$ cat src/rtl/serial_sum_pkg.sv
// serial_sum_pkg
// Shared definitions for the serial sum collector slice.
//   - sumState_t : capture FSM state encoding (IDLE=0, SHIFT=1, HOLD=2)
//   - sum_width  : width of the collected word for a given operand width
//   - cnt_width  : width of the bit counter needed to count 0..reglength
package serial_sum_pkg;

    typedef enum logic [1:0] {
        ST_IDLE  = 2'd0,
        ST_SHIFT = 2'd1,
        ST_HOLD  = 2'd2
    } sumState_t;

    // The summator produces one carry bit beyond its operand width.
    function automatic int sum_width(input int reglength);
        return reglength + 1;
    endfunction

    // Counter has to reach reglength, so it needs clog2(reglength+1) bits.
    function automatic int cnt_width(input int reglength);
        return (reglength < 1) ? 1 : $clog2(reglength + 1);
    endfunction

endpackage

$ cat src/rtl/serial_bit_counter.sv
// serial_bit_counter
// Modulo-LIMIT up counter with synchronous reset and clear.
// Ports:
//   clk   - clock, state changes on posedge
//   rst   - synchronous active-high reset, count goes to 0
//   clear - synchronous clear, has priority over inc
//   inc   - advance the count by one, wrapping from LIMIT-1 to 0
//   count - current count value
//   last  - high while count == LIMIT-1
module serial_bit_counter #(
    parameter int LIMIT = 4,
    parameter int WIDTH = 2
) (
    input  logic             clk,
    input  logic             rst,
    input  logic             clear,
    input  logic             inc,
    output logic [WIDTH-1:0] count,
    output logic             last
);

    localparam logic [WIDTH-1:0] LAST_VAL = WIDTH'(LIMIT - 1);

    logic [WIDTH-1:0] count_q;
    logic [WIDTH-1:0] count_d;

    // Next count: clear wins, otherwise step and wrap at LIMIT-1.
    always_comb begin
        count_d = count_q;
        if (clear) begin
            count_d = '0;
        end else if (inc) begin
            count_d = (count_q == LAST_VAL) ? '0 : count_q + WIDTH'(1);
        end
    end

    // Count register with synchronous reset.
    always_ff @(posedge clk) begin
        if (rst) begin
            count_q <= '0;
        end else begin
            count_q <= count_d;
        end
    end

    assign count = count_q;
    assign last  = (count_q == LAST_VAL);

endmodule

$ cat src/rtl/serial_sum_collector.sv
// serial_sum_collector
// Collects the LSB-first serial sum stream of the bit-serial summator into a
// (reglength+1)-bit word and offers it on a valid/ready port. Flags a start
// that arrives during a capture or while an unaccepted word is held.
// Ports:
//   clk        - clock, all state changes on posedge
//   rst        - synchronous active-high reset
//   start      - marks the cycle where sum_in carries bit 0 of a new word
//   sum_in     - serial sum bit, LSB first
//   out_ready  - consumer accepts out_data while out_valid is high
//   out_data   - collected word
//   out_valid  - out_data holds a complete word
//   busy       - capture in progress
//   overrun    - sticky protocol-violation flag, cleared only by rst
// Optional (macro SERIAL_SUM_PARITY_EN):
//   parity_in  - expected parity, sampled on the first edge in HOLD
//   parity     - XOR of the collected word, loaded with out_data
//   parity_err - sticky parity mismatch flag, cleared only by rst
module serial_sum_collector
    import serial_sum_pkg::*;
#(
    parameter int reglength = 3
) (
    input  logic                            clk,
    input  logic                            rst,
    input  logic                            start,
    input  logic                            sum_in,
    input  logic                            out_ready,
`ifdef SERIAL_SUM_PARITY_EN
    input  logic                            parity_in,
    output logic                            parity,
    output logic                            parity_err,
`endif
    output logic [sum_width(reglength)-1:0] out_data,
    output logic                            out_valid,
    output logic                            busy,
    output logic                            overrun
);

    localparam int W  = sum_width(reglength);
    localparam int CW = cnt_width(reglength);

    sumState_t      state_q, state_d;
    logic [W-1:0]   shiftReg_q, shiftReg_d;
    logic [W-1:0]   outData_q, outData_d;
    logic           outValid_q, outValid_d;
    logic           busy_q, busy_d;
    logic           overrun_q, overrun_d;
    logic [W-1:0]   shifted;
    logic           cntInc;
    logic           cntClear;
    logic           cntLast;
    logic [CW-1:0]  bitCount;

    // Counts received bits; last marks that the bit arriving now is bit reglength.
    serial_bit_counter #(
        .LIMIT(reglength + 1),
        .WIDTH(CW)
    ) uBitCounter (
        .clk  (clk),
        .rst  (rst),
        .clear(cntClear),
        .inc  (cntInc),
        .count(bitCount),
        .last (cntLast)
    );

    // Right shift with sum_in entering at the MSB; after W shifts bit 0 of
    // the stream sits in bit 0 of the word.
    assign shifted = W'({sum_in, shiftReg_q} >> 1);

    // Capture FSM: next state, datapath loads and violation detection.
    always_comb begin
        state_d    = state_q;
        shiftReg_d = shiftReg_q;
        outData_d  = outData_q;
        outValid_d = outValid_q;
        overrun_d  = overrun_q;
        cntInc     = 1'b0;
        cntClear   = 1'b0;
        case (state_q)
            ST_IDLE: begin
                if (start) begin
                    shiftReg_d = shifted;
                    cntInc     = 1'b1;
                    state_d    = ST_SHIFT;
                end
            end
            ST_SHIFT: begin
                shiftReg_d = shifted;
                if (start) begin
                    overrun_d = 1'b1;
                end
                if (cntLast) begin
                    outData_d  = shifted;
                    outValid_d = 1'b1;
                    cntClear   = 1'b1;
                    state_d    = ST_HOLD;
                end else begin
                    cntInc = 1'b1;
                end
            end
            ST_HOLD: begin
                if (out_ready) begin
                    outValid_d = 1'b0;
                    state_d    = ST_IDLE;
                    if (start) begin
                        shiftReg_d = shifted;
                        cntInc     = 1'b1;
                        state_d    = ST_SHIFT;
                    end
                end else if (start) begin
                    overrun_d = 1'b1;
                end
            end
            default: begin
                state_d    = ST_IDLE;
                outValid_d = 1'b0;
            end
        endcase
        // Outside a capture the counter must sit at zero so the next word
        // starts counting from bit 0.
        if (state_q != ST_SHIFT && !cntInc && bitCount != '0) begin
            cntClear = 1'b1;
        end
        busy_d = (state_d == ST_SHIFT);
    end

    // State and datapath registers.
    always_ff @(posedge clk) begin
        if (rst) begin
            state_q    <= ST_IDLE;
            shiftReg_q <= '0;
            outData_q  <= '0;
            outValid_q <= 1'b0;
            busy_q     <= 1'b0;
            overrun_q  <= 1'b0;
        end else begin
            state_q    <= state_d;
            shiftReg_q <= shiftReg_d;
            outData_q  <= outData_d;
            outValid_q <= outValid_d;
            busy_q     <= busy_d;
            overrun_q  <= overrun_d;
        end
    end

    assign out_data  = outData_q;
    assign out_valid = outValid_q;
    assign busy      = busy_q;
    assign overrun   = overrun_q;

`ifdef SERIAL_SUM_PARITY_EN
    logic parity_q, parity_d;
    logic parityErr_q, parityErr_d;
    logic parityChk_q, parityChk_d;

    // Parity is loaded with the word; the check fires once, on the first
    // edge spent in HOLD.
    always_comb begin
        parity_d    = parity_q;
        parityErr_d = parityErr_q;
        parityChk_d = 1'b0;
        if (state_q == ST_SHIFT && cntLast) begin
            parity_d    = ^shifted;
            parityChk_d = 1'b1;
        end
        if (parityChk_q && state_q == ST_HOLD && outValid_q && parity_in != parity_q) begin
            parityErr_d = 1'b1;
        end
    end

    // Parity registers.
    always_ff @(posedge clk) begin
        if (rst) begin
            parity_q    <= 1'b0;
            parityErr_q <= 1'b0;
            parityChk_q <= 1'b0;
        end else begin
            parity_q    <= parity_d;
            parityErr_q <= parityErr_d;
            parityChk_q <= parityChk_d;
        end
    end

    assign parity     = parity_q;
    assign parity_err = parityErr_q;
`endif

endmodule

$ cat config.mk
export PLATFORM = sky130hd
export DESIGN_NAME = serial_sum_collector
export DESIGN_NICKNAME = d
export VERILOG_FILES = /design/src/rtl/serial_sum_pkg.sv /design/src/rtl/serial_bit_counter.sv /design/src/rtl/serial_sum_collector.sv
export SDC_FILE = /design/constraint.sdc
export NUM_CORES = 1
export LEC_CHECK = 0
export BUFFER_PORTS_ARGS = -buffer_cell sky130_fd_sc_hd__buf_4
export CORE_MARGIN = 2
export CORE_UTILIZATION = 35
export DETAILED_ROUTE_END_ITERATION = 8
export PLACE_DENSITY = 0.66
export SYNTH_ARGS = -nofsm -noshare
export SYNTH_HDL_FRONTEND = slang
export SYNTH_SLANG_ARGS = --single-unit
$ cat constraint.sdc
create_clock -name clk -period 2.5 [get_ports clk]
set_clock_uncertainty 0.2 [all_clocks]
set_input_delay 0 -clock clk [delete_from_list [all_inputs] [get_ports clk]]
set_output_delay 0 -clock clk [all_outputs]
set_load 0.02 [all_outputs]
==> results of run 1 <==
[cell type report]
class	count	area [sq um]	share of cell area, %
clock buffers	4	36.3	4.54
multi-input cells	43	300	37.6
repair buffers	17	143	17.8
inverters	5	18.8	2.35
flip-flops and latches	14	280	35.1
well taps	17	21.3	2.66
[metal layers]
layer | vias up | part of all wire (%) | track usage (%)
met4 | 0 | 1.5 | 4.71
met3 | 2 | 4.4 | 7.54
li1 | 258 | - | -
met1 | 234 | 43 | 13.6
met2 | 10 | 51 | 22.0
met5 | - | 0 | 0
[through the flow]
| stage | cell area, sq um | utilization (%) | hold WS, ns | power [mW] |
|---|---|---|---|---|
| after detailed placement | 703 | 42.1 | 0.0668 | 0.345 |
| after global routing | 800 | 47.9 | 0.283 | 0.535 |
| final | 800 | 47.9 | 0.258 | 0.508 |
| after floorplan | 608 | - | -0.131 | 0.319 |
| after CTS | 800 | 47.9 | 0.262 | 0.514 |
| after global placement | 703 | 42.1 | 0.0539 | 0.341 |
[power breakdown]
group | internal, mW | switching [mW]
Clock | 0.0886 | 0.0719
Combinational | 0.0477 | 0.0481
Sequential | 0.239 | 0.0128
Total | 0.375 | 0.133
[Yosys cell counts]
master / count / area [sq um]
sky130_fd_sc_hd__a21o_1: 1 / 7.51
sky130_fd_sc_hd__a21oi_1: 7 / 35.0
sky130_fd_sc_hd__a21oi_4: 1 / 16.3
sky130_fd_sc_hd__a2bb2oi_2: 1 / 15.0
sky130_fd_sc_hd__buf_2: 1 / 5.00
sky130_fd_sc_hd__clkbuf_1: 1 / 3.75
sky130_fd_sc_hd__dfxtp_1: 14 / 280
sky130_fd_sc_hd__ha_1: 2 / 25.0
sky130_fd_sc_hd__inv_1: 5 / 18.8
sky130_fd_sc_hd__mux2i_1: 6 / 60.1
sky130_fd_sc_hd__nand2_1: 5 / 18.8
sky130_fd_sc_hd__nand2_4: 1 / 11.3
sky130_fd_sc_hd__nand2b_4: 1 / 13.8
sky130_fd_sc_hd__nand3_1: 5 / 25.0
sky130_fd_sc_hd__nor2_1: 8 / 30.0
sky130_fd_sc_hd__nor2b_4: 1 / 13.8
sky130_fd_sc_hd__o2111ai_1: 2 / 17.5
sky130_fd_sc_hd__o21ai_1: 1 / 5.00
sky130_fd_sc_hd__or3_1: 1 / 6.26
[final timing paths]
| path | to | slack, ns | cells after the start |
|---|---|---|---|
| hold / removal | out_data[1] | 0.26 | 2 |
| hold reg to reg | out_data[1] | 0.26 | 2 |
| setup / recovery | shiftReg_q[3] | 0.57 | 5 |
| setup reg to reg | shiftReg_q[3] | 0.57 | 5 |
[critical path: stages (launching register included)]
cell,delay [ns]
sky130_fd_sc_hd__dfxtp_1,0.36
sky130_fd_sc_hd__nand2b_4,0.18
sky130_fd_sc_hd__a21oi_4,0.25
sky130_fd_sc_hd__mux2i_1,0.23
sky130_fd_sc_hd__nor2_1,0.05
sky130_fd_sc_hd__dlygate4sd3_1,0.55
[state kept, by name, indices dropped and copies added (netlist names)]
name and count:
state_q 2, overrun 1, out_valid 1, shiftReg_q 3, uBitCounter.count 2, out_data 4, busy 1
[logic make-up (layout without fill, tap and decap cells)]
kind of cell             count (synthesis)  in the layout  synth area share (%)
AO/OA/AOI/OAI                           13             13                  15.8
adder cells (fa/ha/maj)                  2              2                  4.11
buffers and inverters                    7             26                  4.53
flip-flops                              14             14                  46.1
multiplexers                             6              6                  9.88
AND/OR/NAND/NOR                         22             22                  19.5
[placed cells by master (no fill, tap or decap)]
cell                            synthesis  final
sky130_fd_sc_hd__ha_1                   2      2
sky130_fd_sc_hd__a21o_1                 1      1
sky130_fd_sc_hd__mux2i_1                6      6
sky130_fd_sc_hd__a21oi_1                7      7
sky130_fd_sc_hd__buf_4                  0     11
sky130_fd_sc_hd__inv_1                  5      5
sky130_fd_sc_hd__dlygate4sd3_1          0      6
sky130_fd_sc_hd__nor2b_4                1      1
sky130_fd_sc_hd__a2bb2oi_2              1      1
sky130_fd_sc_hd__o2111ai_1              2      2
sky130_fd_sc_hd__nand3_1                5      5
sky130_fd_sc_hd__clkbuf_4               0      3
sky130_fd_sc_hd__nand2_4                1      1
sky130_fd_sc_hd__nand2b_4               1      1
sky130_fd_sc_hd__clkbuf_8               0      1
sky130_fd_sc_hd__o21ai_1                1      1
sky130_fd_sc_hd__or3_1                  1      1
sky130_fd_sc_hd__nand2_1                5      5
sky130_fd_sc_hd__nor2_1                 8      8
sky130_fd_sc_hd__dfxtp_1               14     14
sky130_fd_sc_hd__a21oi_4                1      1
==> qor.csv, run 1 <==
metric,value,unit
Core ar.,1670,sq um
global-route wire length before repair,1.87,mm
area grow syn2layout,31.5,%
Vias,504,
unique cell type count in the Yosys netlist,19,
remaining routing DRC violations,0,
"Hold Violations, Final",0,
Worst Path Max Fanout,5,
Final Wtd Congestion,0.720,
cell count after placement,90,
number of antenna violations at the first check in global routing,0,
vias per cell,5.04,
total wire length after detailed routing,1.17,mm
Sinks on Clock Net,14,
"Clk pin slew, worst setup/hold paths",0.08,ns
number of cells in the finished layout apart from fillers,100,
run status,"complete, no violations",
GRT Resource Usage Total,13.2,%
final critical-path setup slack,0.571,ns
TritonCTS clock tree,yes,
final global-route overflow total,0,
Max Clock Freq,0.518,GHz
count of standard-cell rows,15,
leakage power figure,0.363,nW
Top-Level Pins,12,
"Worst Path Class, Setup",reg -> reg,
Final Max Slew Viols,0,
setup repair after global routing missed its margin,false,
number of synthesized register bits,14,
final-layout setup total negative slack,0,ns
Slew Limit Headroom,80.8,%
Critical Path AT,1.90,ns
path class of the lowest-slack min-delay path,reg -> reg,
post-synthesis sequential area ratio,46.1,%
pin count of the biggest net entering global routing,15,
number of violations reported at the end of detailed-routing iteration 0,2,
fill cell total of the finished layout,164,
Synth Warn #,0,
Die X,45.7,microns
maximum vdd ir drop,0.000284,V
Die Area,2090,sq um
Final min period,1.93,ns
number of nets produced by synthesis,71,
count of H-tree levels built during CTS,1,
number of nets at the end of the flow,91,
routed wirelength normalized by instance count,11.7,microns
slew at the pin closest to its max-slew limit,0.287,ns
max-capacitance violation count,0,
die boundary height,45.7,microns
worst skew pair latency,0.28,ns
nature of the critical path endpoint,flop,
startpoint type of the worst setup path,flop,
power density over the cells,635,nW/um^2
clock buffer depth,2,
placement-stage worst setup slack,0.887,ns
Detailed Place HPWL,819,microns
number of detailed-routing iterations run before antenna repair,3,
CTS root buffer,sky130_fd_sc_hd__clkbuf_4,
remaining antenna violation count after routing,0,
Final Setup Violations,0,
Worst Path Required,2.47,ns
number of buffers inserted for hold repair after clock tree synthesis,6,
clock buffers created by TritonCTS,3,
min-delay src,out_data[1],
final worst path period share,77.2,%
initial cell density of the core,36.4,%
count of antenna diodes in the layout,0,
area of the mapped netlist,608,sq um
vias in the first global route,446,
number of setup buffers added after CTS,0,
layout cell share with drive strength beyond 1,24.1,%
cells after synthesis,64,
average size of a mapped cell,9.50,sq um
IO Port Bufs,11,
Worst R2R Start,state_q[0],
CTS resizes,0,
launch point of the worst path,state_q[0],
Note: power is estimated with default switching activity, not from simulation.
==> inputs of run 2 (changes only) <==
--- a/config.mk
+++ b/config.mk
@@ -5,6 +5,7 @@
 export SDC_FILE = /design/constraint.sdc
 export NUM_CORES = 1
 export LEC_CHECK = 0
+export ABC_AREA = 1
 export BUFFER_PORTS_ARGS = -buffer_cell sky130_fd_sc_hd__buf_4
 export CORE_MARGIN = 2
 export CORE_UTILIZATION = 35
==> constraint.sdc (replaced) <==
create_clock -name clk -period 1.88 [get_ports clk]
set_clock_uncertainty 0.2 [all_clocks]
set_input_delay 0 -clock clk [delete_from_list [all_inputs] [get_ports clk]]
set_output_delay 0 -clock clk [all_outputs]
set_load 0.02 [all_outputs]
==> run 2 against run 1 <==
Against the previous run: first-iteration DRC count grew to 5.5 times the previous value; worst hold slack got worse by 0.010 ns; synthesized area is 3.7% lower; clock power is 30% higher; critical path type unchanged.
==> qor.csv, run 2 <==
metric,value,unit
run status,"complete, no violations",
slowest stage cell on the critical path,sky130_fd_sc_hd__dlygate4sd3_1,
area grow syn2layout,31.0,%
GRT Resource Usage Total,13.3,%
number of buffer and inverter stages on the critical path,2,
"flip-flop count of the largest register, all copies and words added",4,
Slew Limit Headroom,77.3,%
"Clk pin slew, worst setup/hold paths",0.08,ns
Final Setup Violations,0,
remaining antenna violation count after routing,0,
commonest cells in the netlist,"sky130_fd_sc_hd__nand2_1 (19), sky130_fd_sc_hd__a21oi_1 (15), sky130_fd_sc_hd__dfxtp_1 (14)",
placed standard-cell area,676,sq um
Final min period,1.73,ns
number of detailed-routing iterations run before antenna repair,2,
number of synthesized register bits,14,
cell with the most instances after synthesis,sky130_fd_sc_hd__nand2_1,
"commonest non-fill, non-tap cells in the layout","sky130_fd_sc_hd__nand2_1 (19), sky130_fd_sc_hd__a21oi_1 (15), sky130_fd_sc_hd__dfxtp_1 (14), sky130_fd_sc_hd__inv_1 (13), sky130_fd_sc_hd__buf_4 (11)",
Die Area,2020,sq um
remaining routing DRC violations,0,
count of flip-flops with a built-in enable after synthesis,0,
Worst Path Required,1.91,ns
unique cell type count in the Yosys netlist,11,
initial cell density of the core,38.0,%
fraction of met1 tracks used by global routing,16.2,%
clock buffer depth,2,
die boundary height,44.9,microns
Die X,44.9,microns
CTS root buffer,sky130_fd_sc_hd__clkbuf_4,
Synth Warn #,0,
final-layout setup total negative slack,0,ns
"Hold Violations, Final",0,
Core ar.,1540,sq um
power density over the cells,818,nW/um^2
clock buffers created by TritonCTS,3,
slew at the pin closest to its max-slew limit,0.340,ns
"CP delay by family, top",buffers and inverters,
Critical Path AT,1.76,ns
setup repair after global routing missed its margin,false,
count of standard-cell rows,14,
cells after synthesis,80,
most frequent standard cell in the layout excluding fill and tap cells,sky130_fd_sc_hd__nand2_1,
Sinks on Clock Net,14,
number of cells in the finished layout apart from fillers,114,
area of the mapped netlist,586,sq um
routed wirelength normalized by instance count,9.60,microns
worst skew pair latency,0.28,ns
IO Port Bufs,11,
Max Clock Freq,0.577,GHz
total wire length after detailed routing,1.09,mm
number of nets produced by synthesis,87,
top post-synthesis cells by area,"sky130_fd_sc_hd__dfxtp_1 (48%), sky130_fd_sc_hd__a21oi_1 (13%), sky130_fd_sc_hd__nand2_1 (12%), sky130_fd_sc_hd__inv_1 (8.3%), sky130_fd_sc_hd__nand3_1 (6.0%)",
count of antenna diodes in the layout,0,
nature of the critical path endpoint,flop,
average size of a mapped cell,7.32,sq um
final global-route overflow total,0,
Finished Core Util,49.8,%
cell count after placement,105,
met2 track demand over resource,19.7,%
number of antenna violations at the first check in global routing,0,
vias per cell,4.66,
Vias,531,
Top-Level Pins,12,
global-route wire length before repair,1.86,mm
layout cell share with drive strength beyond 1,17.3,%
leakage power figure,0.342,nW
vias in the first global route,455,
fill cell total of the finished layout,144,
post-synthesis sequential area ratio,47.9,%
post-layout instance area,767,sq um
share of flip-flops with an asynchronous set or reset,0,%
max-capacitance violation count,0,
"Worst Path Class, Setup",reg -> reg,
number of violations reported at the end of detailed-routing iteration 0,11,
Final Wtd Congestion,0.744,
GRT met3 Usage,3.60,%
fraction of synthesized cell area taken by the top area cell type,47.9,%
final critical-path setup slack,0.146,ns
placement-stage worst setup slack,0.362,ns
Max stage delay on crit path,0.55,ns
CP Cell Sequence,"ha_1, inv_1, nand3_2, a21oi_1, dlygate4sd3_1",
count of H-tree levels built during CTS,1,
path class of the lowest-slack min-delay path,reg -> reg,
final worst path period share,92.2,%
maximum vdd ir drop,0.000392,V
TritonCTS clock tree,yes,
pin count of the biggest net entering global routing,12,
startpoint type of the worst setup path,flop,
Worst Path Max Fanout,5,
Detailed Place HPWL,756,microns
GR peak layer,met2,
main flop type after synthesis,sky130_fd_sc_hd__dfxtp_1,
number of setup buffers added after CTS,0,
Final Max Slew Viols,0,
leading area contributor after synthesis,sky130_fd_sc_hd__dfxtp_1,
number of nets at the end of the flow,106,
run 2: cells by family (layout without fill, tap and decap cells):
kind of cell	count (synthesis)	after routing	share of synthesized area (%)
AND/OR/NAND/NOR	30	30	21.2
AO/OA/AOI/OAI	19	19	16.2
buffers and inverters	15	33	10.5
flip-flops	14	14	47.9
adder cells (fa/ha/maj)	2	2	4.27
run 2: where the power goes:
part / switching (mW) / internal, mW / leakage, nW
clock: 0.0925 / 0.118 / 0.0210
sequential: 0.0134 / 0.312 / 0.114
combinational: 0.0493 / 0.0417 / 0.207
run 2: timing repair:
action | in CTS | in global routing
endpoints found under the setup margin | 0 | 1
resized for setup | 0 | 1
hold buffers | 5 | 0
hold endpoints to repair | 13 | 0
run 2: final timing paths:
kind                                      startpoint  cells after the start          end  slack (ns)
worst max-delay path            uBitCounter.count[0]                      5         busy        0.15
worst min-delay path                     out_data[2]                      2  out_data[2]        0.25
worst max register to register  uBitCounter.count[0]                      5         busy        0.15
worst min register to register           out_data[2]                      2  out_data[2]        0.25
run 2: area by class of cell:
class                      instances  area (sq um)  share of cell area, %
tap                               16          20.0                   2.61
clock buffer                       4          36.3                   4.73
timing repair buffer              16           133                   17.3
sequential                        14           280                   36.5
inverter                          13          48.8                   6.36
multi-input combinational         51           249                   32.5
run 2: per-layer routing:
metal  up-vias  part of all wire [%]
met1       225                    47
met3         5                   2.6
met2        10                    47
met5         -                     0
met4         0                   4.0
li1        291                     -
run 2: metrics by stage:
step / hold slack, ns / total power [mW]
6_report: 0.248 / 0.627
5_1_grt: 0.284 / 0.663
4_1_cts: 0.253 / 0.633
3_5_place_dp: 0.0266 / 0.413
3_3_place_gp: 0.0294 / 0.411
2_1_floorplan: -0.0573 / 0.387
run 2: tightest hold or removal path, cell delays in order (launching register included):
cell and delay (ns):
sky130_fd_sc_hd__dfxtp_1 0.32, sky130_fd_sc_hd__inv_1 0.05, sky130_fd_sc_hd__a21oi_1 0.05
==> inputs of run 3 (changes only) <==
--- a/config.mk
+++ b/config.mk
@@ -7,8 +7,8 @@
 export LEC_CHECK = 0
 export ABC_AREA = 1
 export BUFFER_PORTS_ARGS = -buffer_cell sky130_fd_sc_hd__buf_4
-export CORE_MARGIN = 2
 export CORE_UTILIZATION = 35
+export CTS_BUF_LIST = sky130_fd_sc_hd__clkbuf_2
 export DETAILED_ROUTE_END_ITERATION = 8
 export PLACE_DENSITY = 0.66
 export SYNTH_ARGS = -nofsm -noshare
==> run 3 against run 2 <==
Against the previous run: power down 11%; cell area down 2.9%; utilization down 1.5 points; critical path type unchanged; largest power group unchanged; combinational power down 2.7%; non-clock buffer count unchanged; critical path depth down 1; largest cell class unchanged; flip-flop and latch count unchanged; die area down 8.7%; worst setup slack better by 0.067 ns; worst hold slack better by 0.0094 ns.
==> qor.csv, run 3 (same netlist as run 2, synthesis figures left out) <==
metric,value,unit
IO Port Bufs,11,
final global-route overflow total,0,
slew at the pin closest to its max-slew limit,0.333,ns
fill cell total of the finished layout,171,
Worst Path Max Fanout,9,
Core ar.,1540,sq um
setup repair after global routing missed its margin,false,
layout cell share with drive strength beyond 1,15.3,%
worst hold slack,0.257,ns
slowest stage cell on the critical path,sky130_fd_sc_hd__dlygate4sd3_1,
met2 track demand over resource,20.0,%
"commonest non-fill, non-tap cells in the layout","sky130_fd_sc_hd__nand2_1 (19), sky130_fd_sc_hd__a21oi_1 (15), sky130_fd_sc_hd__dfxtp_1 (14), sky130_fd_sc_hd__inv_1 (13), sky130_fd_sc_hd__buf_4 (11)",
"Clk pin slew, worst setup/hold paths",0.14,ns
vias per cell,4.67,
Die Area,1840,sq um
fraction of met1 tracks used by global routing,16.8,%
Final Max Slew Viols,0,
leakage power figure,0.331,nW
Max Clock Freq,0.600,GHz
clock buffers created by TritonCTS,3,
TritonCTS clock tree,yes,
number of buffer and inverter stages on the critical path,1,
"flip-flop count of the largest register, all copies and words added",4,
Final Wtd Congestion,0.700,
nature of the critical path endpoint,flop,
Worst Path Required,1.85,ns
"CP delay by family, top",buffers and inverters,
number of violations reported at the end of detailed-routing iteration 0,11,
routed wirelength normalized by instance count,9.75,microns
total wire length after detailed routing,1.11,mm
number of antenna violations at the first check in global routing,0,
number of detailed-routing iterations run before antenna repair,4,
initial cell density of the core,38.0,%
count of antenna diodes in the layout,0,
number of nets at the end of the flow,106,
Critical Path AT,1.64,ns
Slew Limit Headroom,77.7,%
Die X,42.9,microns
number of setup buffers added after CTS,0,
path class of the lowest-slack min-delay path,reg -> reg,
startpoint type of the worst setup path,flop,
worst skew pair latency,0.28,ns
run status,"complete, no violations",
final worst path period share,88.6,%
Vias,532,
GRT met3 Usage,3.83,%
remaining antenna violation count after routing,0,
vias in the first global route,454,
CTS root buffer,sky130_fd_sc_hd__clkbuf_2,
Sinks on Clock Net,14,
count of H-tree levels built during CTS,1,
most frequent standard cell in the layout excluding fill and tap cells,sky130_fd_sc_hd__nand2_1,
max-capacitance violation count,0,
clock buffer depth,2,
power density over the cells,750,nW/um^2
maximum vdd ir drop,0.000351,V
Detailed Place HPWL,807,microns
GR peak layer,met2,
count of standard-cell rows,14,
area grow syn2layout,27.1,%
Max stage delay on crit path,0.60,ns
final-layout setup total negative slack,0,ns
Top-Level Pins,12,
die boundary height,42.9,microns
Final Setup Violations,0,
Final min period,1.67,ns
global-route wire length before repair,1.81,mm
pin count of the biggest net entering global routing,12,
GRT Resource Usage Total,13.6,%
remaining routing DRC violations,0,
"Worst Path Class, Setup",reg -> reg,
"Hold Violations, Final",0,
CP Cell Sequence,"nor2_1, nand2_2, dlygate4sd3_1, a21oi_1",
## run 3: layout make-up
class / instances / area [sq um] / share of cell area, %
clock inverters: 1 / 3.75 / 0.504
clock buffers: 3 / 15.0 / 2.02
well taps: 16 / 20.0 / 2.69
multi-input cells: 51 / 244 / 32.8
inverters: 13 / 48.8 / 6.55
repair buffers: 16 / 133 / 17.8
flip-flops and latches: 14 / 280 / 37.6
## run 3: final timing paths
path	start	endpoint	slack (ns)	cells past startpoint
min reg2reg	out_data[3]	out_data[3]	0.26	2
min	out_data[3]	out_data[3]	0.26	2
max reg2reg	state_q[0]	busy	0.21	4
max	state_q[0]	busy	0.21	4
## run 3: through the flow
| stage | util (%) | total power, mW | cells | cell area (sq um) | setup WS (ns) |
|---|---|---|---|---|---|
| after floorplan | - | 0.387 | 80 | 586 | 0.581 |
| after global placement | 43.8 | 0.411 | 105 | 676 | 0.429 |
| after detailed placement | 43.8 | 0.413 | 105 | 676 | 0.368 |
| after CTS | 48.3 | 0.571 | 114 | 744 | 0.205 |
| after global routing | 48.3 | 0.595 | 114 | 744 | 0.139 |
| final | 48.3 | 0.559 | 114 | 744 | 0.214 |
## run 3: layer usage
| metal | wire [microns] | up-vias |
|---|---|---|
| li1 | - | 289 |
| met1 | 547 | 237 |
| met2 | 530 | 6 |
| met3 | 33 | 0 |
| met4 | 0 | 0 |
| met5 | 0 | - |
## run 3: timing repair
| action | 4_1_cts | 5_1_grt |
|---|---|---|
| endpoints found under the hold margin | 14 | 0 |
| endpoints found under the setup margin | 0 | 0 |
| hold buffers | 5 | 0 |
| gates resized for setup | 0 | 0 |
## run 3: worst register-to-register path: stages, from the launching register on
cell	delay, ns
sky130_fd_sc_hd__dfxtp_1	0.47
sky130_fd_sc_hd__nor2_1	0.09
sky130_fd_sc_hd__nand2_2	0.14
sky130_fd_sc_hd__dlygate4sd3_1	0.60
sky130_fd_sc_hd__a21oi_1	0.06
## run 3: power by group
group	leakage (nW)	internal, mW	switching, mW	total [mW]
sequential	0.114	0.313	0.0137	0.327
combinational	0.203	0.0407	0.0478	0.0885
clock	0.0140	0.0462	0.0975	0.144
